--- src/rtl/expr_pkg.sv ---
// rtl/expr_pkg.sv - shared constants, field layout tables and FSM state for the field unpacker
//
// Purpose: single source for the packed-vector layout. Fields repeat a
// six-entry pattern of widths {4,5,6,4,5,6}. The first three fields of each
// group are unsigned and the last three are signed. Field 0 sits at the MSB
// end of the vector.
// Ports: none (package).
package expr_pkg;

  localparam int NUM_FIELDS = 18;
  localparam int Y_W        = 90;
  localparam int IDX_W      = 5;

  typedef enum logic {
    ST_IDLE = 1'b0,
    ST_EMIT = 1'b1
  } state_t;

  // Width table: indexed by k mod 6.
  function automatic int field_width(input int k);
    case (k % 6)
      0, 3:    return 4;
      1, 4:    return 5;
      default: return 6;
    endcase
  endfunction

  // Offset table: LSB position of field k. Fields are packed downward from the top bit.
  function automatic int field_lsb(input int k, input int y_w);
    int pos;
    pos = y_w;
    for (int i = 0; i <= k; i++) begin
      pos -= field_width(i);
    end
    return pos;
  endfunction

  function automatic logic field_signed(input int k);
    return ((k % 6) >= 3);
  endfunction

endpackage

--- src/rtl/expr_field_extract.sv ---
// rtl/expr_field_extract.sv - selects one packed field by index and extends it to 8 bits
//
// Purpose: purely combinational. Every field is sliced and extended in parallel,
// and the index then picks one of the results.
// Ports:
//   vec  [Y_W-1:0] in  : captured packed vector
//   idx  [4:0]     in  : field index
//   data [7:0]     out : field value, sign- or zero-extended; 0 for an out-of-range index
module expr_field_extract #(
  parameter int NUM_FIELDS = expr_pkg::NUM_FIELDS,
  parameter int Y_W        = expr_pkg::Y_W
) (
  input  logic [Y_W-1:0] vec,
  input  logic [4:0]     idx,
  output logic [7:0]     data
);
  import expr_pkg::*;

  logic [NUM_FIELDS-1:0][7:0] ext;

  for (genvar k = 0; k < NUM_FIELDS; k++) begin : g_field
    localparam int W = field_width(k);
    localparam int L = field_lsb(k, Y_W);
    logic [W-1:0] f;
    assign f = vec[L +: W];
    if (field_signed(k)) begin : g_signed
      assign ext[k] = {{(8-W){f[W-1]}}, f};
    end else begin : g_unsigned
      assign ext[k] = {{(8-W){1'b0}}, f};
    end
  end

  always_comb begin
    data = 8'h00;
    for (int i = 0; i < NUM_FIELDS; i++) begin
      if (idx == IDX_W'(i)) begin
        data = ext[i];
      end
    end
  end

endmodule

--- src/rtl/expr_field_unpacker.sv ---
// rtl/expr_field_unpacker.sv - streams the fields of a packed result vector one per handshake
//
// Purpose: captures a packed vector and emits fields 0 to NUM_FIELDS-1 in order.
// It keeps a rotating XOR signature of the emitted data and counts completed vectors.
// While the last field is being taken, the block accepts the next vector.
// This gives back-to-back vectors with no idle cycle between them.
// Ports:
//   clk, rst_n                  : clock, synchronous active-low reset
//   in_valid/in_ready/in_y      : input vector handshake
//   out_valid/out_ready         : output field handshake
//   out_idx/out_data/out_last   : current field index, extended value, last-field flag
//   sig                         : running signature of emitted fields
//   vec_cnt                     : number of fully emitted vectors (wraps)
module expr_field_unpacker #(
  parameter int NUM_FIELDS = expr_pkg::NUM_FIELDS,
  parameter int Y_W        = expr_pkg::Y_W
) (
  input  logic           clk,
  input  logic           rst_n,
  input  logic           in_valid,
  output logic           in_ready,
  input  logic [Y_W-1:0] in_y,
  output logic           out_valid,
  input  logic           out_ready,
  output logic [4:0]     out_idx,
  output logic [7:0]     out_data,
  output logic           out_last,
  output logic [15:0]    sig,
  output logic [15:0]    vec_cnt
);
  import expr_pkg::*;

  localparam logic [4:0] LAST_IDX = 5'(NUM_FIELDS - 1);

  state_t         state, state_nx;
  logic [4:0]     idx, idx_nx;
  logic [Y_W-1:0] vec_q, vec_nx;
  logic [15:0]    sig_nx, cnt_nx;
  logic [7:0]     field_data;
  logic           emit;

  expr_field_extract #(
    .NUM_FIELDS (NUM_FIELDS),
    .Y_W        (Y_W)
  ) u_extract (
    .vec  (vec_q),
    .idx  (idx),
    .data (field_data)
  );

  assign emit      = (state == ST_EMIT);
  assign out_valid = emit;
  assign out_idx   = idx;
  assign out_last  = emit && (idx == LAST_IDX);
  assign out_data  = emit ? field_data : 8'h00;
  // The next vector is accepted only as the final field leaves.
  assign in_ready  = emit ? (out_last & out_ready) : 1'b1;

  always_ff @(posedge clk) begin
    if (!rst_n) begin
      state   <= ST_IDLE;
      idx     <= '0;
      vec_q   <= '0;
      sig     <= '0;
      vec_cnt <= '0;
    end else begin
      state   <= state_nx;
      idx     <= idx_nx;
      vec_q   <= vec_nx;
      sig     <= sig_nx;
      vec_cnt <= cnt_nx;
    end
  end

  always_comb begin
    state_nx = state;
    idx_nx   = idx;
    vec_nx   = vec_q;
    sig_nx   = sig;
    cnt_nx   = vec_cnt;
    case (state)
      ST_IDLE: begin
        if (in_valid) begin
          vec_nx   = in_y;
          idx_nx   = '0;
          state_nx = ST_EMIT;
        end
      end
      ST_EMIT: begin
        if (out_ready) begin
          sig_nx = {sig[14:0], sig[15]} ^ {8'h00, out_data};
          if (out_last) begin
            cnt_nx = vec_cnt + 16'd1;
            idx_nx = '0;
            if (in_valid) begin
              vec_nx   = in_y;
              state_nx = ST_EMIT;
            end else begin
              state_nx = ST_IDLE;
            end
          end else begin
            idx_nx = idx + 5'd1;
          end
        end
      end
      default: state_nx = ST_IDLE;
    endcase
  end

endmodule

--- config.mk ---
export PLATFORM = sky130hd
export DESIGN_NAME = expr_field_unpacker
export DESIGN_NICKNAME = d
export VERILOG_FILES = /design/src/rtl/expr_pkg.sv /design/src/rtl/expr_field_extract.sv /design/src/rtl/expr_field_unpacker.sv
export SDC_FILE = /design/constraint.sdc
export NUM_CORES = 1
export LEC_CHECK = 0
export CAP_MARGIN = 0
export CORE_MARGIN = 4
export CORE_UTILIZATION = 51
export CTS_CLUSTER_SIZE = 16
export DETAILED_ROUTE_END_ITERATION = 10
export PLACE_DENSITY = 0.9
export REMOVE_ABC_BUFFERS = 1
export SLEW_MARGIN = 20
export SYNTH_ARGS = -nofsm -noshare
export SYNTH_HDL_FRONTEND = slang
export SYNTH_SLANG_ARGS = --single-unit
--- constraint.sdc ---
create_clock -name clk -period 4.8 [get_ports clk]
set_input_delay 0.96 -clock clk [delete_from_list [all_inputs] [get_ports clk]]
set_output_delay 0.96 -clock clk [all_outputs]
set_load 0.005 [all_outputs]
# Word level (Yosys, flattened, before mapping)
# Cells that the tools add are included.
[word_totals]
input_bits = 94
out_inout_bits = 48
wordCells = 68
ff_bits = 128
[op_classes]
n_mux = 32
eq_ne = 20
bitwise = 3
n_reduce_logical = 6
add_sub_neg = 2
[ops]
columns = ["op", "count"]
rows = [
  ["$mux W90", 3],
  ["$pmux W90 S2", 1],
  ["$mux W8", 16],
  ["$eq A5 B4 Y1 const B", 8],
  ["$eq A5 B3 Y1 const B", 4],
  ["$mux W5", 4],
  ["$add A16 B1 Y16 const B", 1],
  ["$xor A16 B8 Y16", 1],
  ["$eq A5 B2 Y1 const B", 2],
  ["$eq A5 B5 Y1 const B", 2],
  ["$pmux W5 S2", 1],
  ["$mux W6", 1],
  ["$ne A2 B2 Y1 const B", 3],
  ["$reduce_and A2 Y1", 3],
  ["$add A5 B1 Y5 const B", 1],
  ["$eq A5 B1 Y1 const B", 1],
  ["$logic_not A5 Y1", 1],
  ["$mux W1", 4],
  ["$mux W4", 1],
  ["$reduce_and A3 Y1", 1],
  ["$pmux W1 S2", 1],
  ["$and A1 B1 Y1", 1],
  ["$logic_and A1 B1 Y1", 1],
  ["$not A1 Y1", 1],
]

# Longest topological paths before layout
[logic_depth]
word_depth = 21
depth_mapped = 12
ltp_nobuf = 9

# Cells and area by module
# Synthesis repeated with hierarchy kept, for this count alone.
[hier_totals]
hier_cells = 828
area_unflattened_um2 = 6715.2
[by_module_without_submodules]
columns = ["mod", "seq_area_each_um2", "instances", "area_each_um2", "cells_each"]
rows = [
  ["expr_field_unpacker", 2562.5, 1, 5277.6, 597],
  ["expr_field_extract", 0.0, 1, 1437.6, 231],
]

# Worst setup path after synthesis
# Ideal clock, no wire load.
[synth_path]
path_type = "flip-flop to output port"
startpoint = "register idx[0], in the netlist out_idx[0]"
endpoint = "output port out_data[7]"
path_stages_with_launch = 13
arrival_ns = 2.742
setup_slack_ns = 1.098
path_buffers = 4
required_ns = 3.840
path_cell_list = "dfxtp_1 -> ha_1 -> buf_2 -> buf_1 -> and3_1 -> ha_1 -> clkbuf_1 -> nor2b_1 -> nor2_2 -> o21a_1 -> a32oi_1 -> a21oi_1 -> buf_4"
[synth_between]
elab_chain_cells = 17
elab_cells_between_ends = 31
classes_between = "eq/ne (15); mux (16)"
[synth_rtl]
columns = ["element", "line_no", "source"]
rows = [
  ["start: declaration", "expr_field_unpacker.sv:36", "logic [4:0] idx, idx_nx;"],
  ["start signal: assignment", "expr_field_unpacker.sv:68", "idx <= idx_nx;"],
  ["$eq A5 B2 Y1", "expr_field_extract.sv:36", "if (idx == IDX_W'(i)) begin"],
  ["$mux W8 (14 in series)", "expr_field_extract.sv:36", ""],
  ["$mux W8 (*)", "expr_field_extract.sv:36", ""],
  ["$mux W8 (*)", "expr_field_unpacker.sv:55", "assign out_data = emit ? field_data : 8'h00;"],
  ["end: declaration", "expr_field_unpacker.sv:26", "output logic [7:0] out_data,"],
]
# Mark *: on every way between the ends. The rest lies on a longest branch, timed or not.

# Worst setup path in the final report
[layout_path]
startpoint = "register idx[1], in the netlist out_idx[1]"
endpoint = "output port out_data[0]"
[layout_between]
elab_chain_cells = 20
elab_cells_between_ends = 37
classes_between = "eq/ne (17); mux (19); reduce/logical (1)"
[layout_rtl]
columns = ["element", "line_no"]
rows = [
  ["$logic_not A5 Y1", "expr_field_extract.sv:36"],
  ["$mux W4", "expr_field_extract.sv:36"],
  ["$mux W5", "expr_field_extract.sv:36"],
  ["$mux W6", "expr_field_extract.sv:36"],
  ["$mux W8 (14 in series)", "expr_field_extract.sv:36"],
  ["$mux W8 (*)", "expr_field_extract.sv:36"],
  ["$mux W8 (*)", "expr_field_unpacker.sv:55"],
]
# Marks and branches as above.

==> impl_metrics.tcl <==
set metrics [dict create \
    yosysWarnings 0 \
    placement_rows 41 \
    detail_route.drc_violations 0 \
    syn_inst 873 \
    critPathMaxStageDelay_ns 0.56 \
    die-area_mm2 0.0148 \
    tritoncts "done" \
    timing.critical_path.from_type "flop" \
    clk-insertion-delay-late_ns 0.43 \
    path_max_fanout 18 \
    critical-path-top-delay-family "buffers and inverters" \
    layout-area-overhead-vs-synth_pct 31.6 \
    antenna_found_initial 0 \
    mean_syn_cell_area_um2 7.54 \
    placedInstanceArea_mm2 0.00805 \
    fmax_ghz 0.220 \
    cp_slowest_cell "clkdlybuf4s50_1" \
    hold_viol 0 \
    setup_repair_after_global_routing_missed_its_margin "no" \
    antennaDiodeCount 0 \
    grt.overflow.total 0 \
    worstSetupEndpointType "output pin" \
    maximum_number_of_pins_on_one_net_before_global_route_repair 61 \
    detailed_route_via_count 6704 \
    power-per-cell-area_mw_per_mm2 317 \
    cts.sinks 128 \
    cp.required_ns 3.84 \
    grt_util_all_layers 0.262 \
    cp_num_buf_inv 3 \
    slew_headroom 0.334 \
    ir_worst_vdd_mv 0.276 \
    detail_route.vias_per_cell 5.76 \
    synthDistinctLibCells 83 \
    setup_slack_ns 0.254 \
    drt_iter0_markers 765 \
    design_area_mm2 0.00867 \
    cts.reportedPaths.clkPinSlew_ns 0.06 \
    layout_worst_path_cycle_share 0.947 \
    report.final.slew_viol_count 0 \
    via_count_of_the_first_global_routing_pass 6189 \
    power_leakage_nw 3.12 \
    synth-seq-area-share 0.389 \
    fp.coreArea_mm2 0.0126 \
    netlist_area_mm2 0.00659 \
    die_w_um 122 \
    min_period_ns 4.55 \
    drt-pass1-iter-count 7 \
    dieHeight_um 122 \
    finalSetupViolations 0 \
    cts.repair.resized 0 \
    worst-slew-pin-transition_ns 0.997 \
    critical_path_arrival_ns 3.59 \
    io_buffers 141 \
    status "finished, final reports clean" \
    ctsHtreeMaxLevel 4 \
    synth_flop_cell "dfxtp_1" \
    critical_path.cell_chain "inv_1 > ha_1 > buf_4 > nor3b_1 > o31ai_1 > a31oi_1 > o31a_1 > or2_0 > a21oi_1 > clkdlybuf4s50_1" \
    dpl.hpwl_um 14000 \
    post_synth_edffs 0 \
    detail-route-antenna-nets 0 \
    finalSetupTns_ns 0 \
    placement.setup.worst_slack_ns 0.776 \
    cts_setup_buffers 0 \
    clock_tree.root_cell "clkbuf_16" \
    final_core_util 0.687 \
    most-common-layout-cells "nand2_1, clkdlybuf4s50_1, a21oi_1, dfxtp_1, nor2_1" \
    critPathKind "flop to output pin" \
    async_sr_flop_fraction 0 \
    inserted_clock_buffers 17 \
    cts-root-to-sink-buffers 2 \
    num-nets-final 1079 \
    place.gp.congestion 0.905 \
    maxCapViolations 0 \
    io_pins 142 \
    starting_density_of_the_core 0.522 \
    first_pass_grt_wire_length_um 30700 \
    drt-wirelength-per-cell_um 16.9 \
    worst_hold_path_type "flop to flop" \
    fillcell_total 1059 \
    postRouteWirelength_um 19600 \
    clock_skew_ns 0.0200 \
    ratio_of_cells_with_drive_above_1_in_the_final_layout 0.0716 \
    cts.hold.buffers_added 0 \
    synth-seq-cells 128 \
    final_common_cell "nand2_1" \
]
power by group:
part           switching (W)  total, W  leakage [nW]  internal, W
clock               0.000460   0.00133         0.298     0.000866
combinational       0.000137  0.000274          1.78     0.000138
sequential         0.0000378   0.00115          1.05      0.00111
total               0.000635   0.00275          3.12      0.00211
metrics by stage:
stage	total power, W	std cells	hold WS, ns
finish	0.00275	1164	0.457
global route	0.00285	1164	0.471
CTS	0.00276	1164	0.458
detailed placement	0.00144	1132	0.444
global placement	0.00143	1132	0.438
floorplan	0.00129	806	0.431
sequential cells by signal (all words and copies together), names as in the netlist:
name / flops
vec_cnt: 16
out_valid: 1
vec_q: 90
out_idx: 5
sig: 16
layout make-up:
type	instances	area (um^2)	share of cell area
clock buffer	22	484	0.0558
clock inverter	10	133	0.0153
inverter	17	65.1	0.00750
multi-input combinational	661	3680	0.424
sequential	128	2560	0.296
tap	172	215	0.0248
timing repair buffer	154	1530	0.177
kinds of logic after synthesis:
logic type,share of synthesized area
compound gates,0.230
xor+xnor,0.0173
fa+ha+maj,0.0114
buf+inv,0.0541
flops,0.389
mux,0.00475
simple gates,0.294
synthesized netlist by cell type, types with 3 or more instances:
library cell | count | area share
nand2_1 | 235 | 0.13
a21oi_1 | 129 | 0.098
dfxtp_1 | 128 | 0.39
clkbuf_1 | 44 | 0.025
nor2_1 | 36 | 0.021
o21ai_0 | 24 | 0.018
nand3_1 | 20 | 0.015
nor2b_1 | 20 | 0.019
inv_1 | 16 | 0.0091
buf_2 | 15 | 0.011
and3_1 | 11 | 0.010
nand3b_1 | 10 | 0.011
nor3_1 | 10 | 0.0076
nand2b_1 | 9 | 0.0085
and2_1 | 7 | 0.0066
xor2_1 | 7 | 0.0093
a31oi_1 | 6 | 0.0057
ha_1 | 6 | 0.011
nand4_1 | 6 | 0.0057
nor4_1 | 6 | 0.0057
o211ai_1 | 6 | 0.0068
xnor2_1 | 6 | 0.0080
a211oi_1 | 5 | 0.0057
a32oi_1 | 5 | 0.0066
a211oi_2 | 4 | 0.0076
a21o_1 | 4 | 0.0046
buf_4 | 4 | 0.0046
o21a_1 | 4 | 0.0046
o22ai_1 | 4 | 0.0038
o31ai_1 | 4 | 0.0046
or3_1 | 4 | 0.0038
or3b_1 | 4 | 0.0053
a221oi_1 | 3 | 0.0040
a311oi_1 | 3 | 0.0040
buf_1 | 3 | 0.0017
nand4bb_1 | 3 | 0.0051
nor3b_1 | 3 | 0.0034
o2bb2ai_1 | 3 | 0.0040
o311ai_1 | 3 | 0.0040
layer usage:
metal  routed length (um)  vias up  share of wire  track usage
met1                 8330     3092           0.42        0.334
met5                    0        -              0            0
met2                 9250      320           0.47        0.430
met3                 1480       53          0.076       0.0631
li1                     -     3239              -            -
met4                  552        0          0.028        0.102
path summary, 6_finish.rpt:
check | startpoint | to | slack, ns | cells past startpoint
min reg2reg | vec_q[33]$_SDFFE_PN0P_ | vec_q[33]$_SDFFE_PN0P_ | 0.46 | 2
max reg2reg | out_idx[0]$_SDFFE_PN0P_ | vec_q[86]$_SDFFE_PN0P_ | 1.63 | 7
max | out_idx[1]$_SDFFE_PN0P_ | out_data[0] | 0.25 | 10
min | vec_q[33]$_SDFFE_PN0P_ | vec_q[33]$_SDFFE_PN0P_ | 0.46 | 2
worst reg2reg max path: stages, from the launching register on:
cell and delay [ns]:
dfxtp_1 0.44, ha_1 0.64, and4bb_2 0.47, nand2_1 0.15, a21oi_4 0.81, buf_12 0.30, nand2_1 0.12, a21oi_1 0.14
Note: power is estimated with default switching activity, not from simulation.
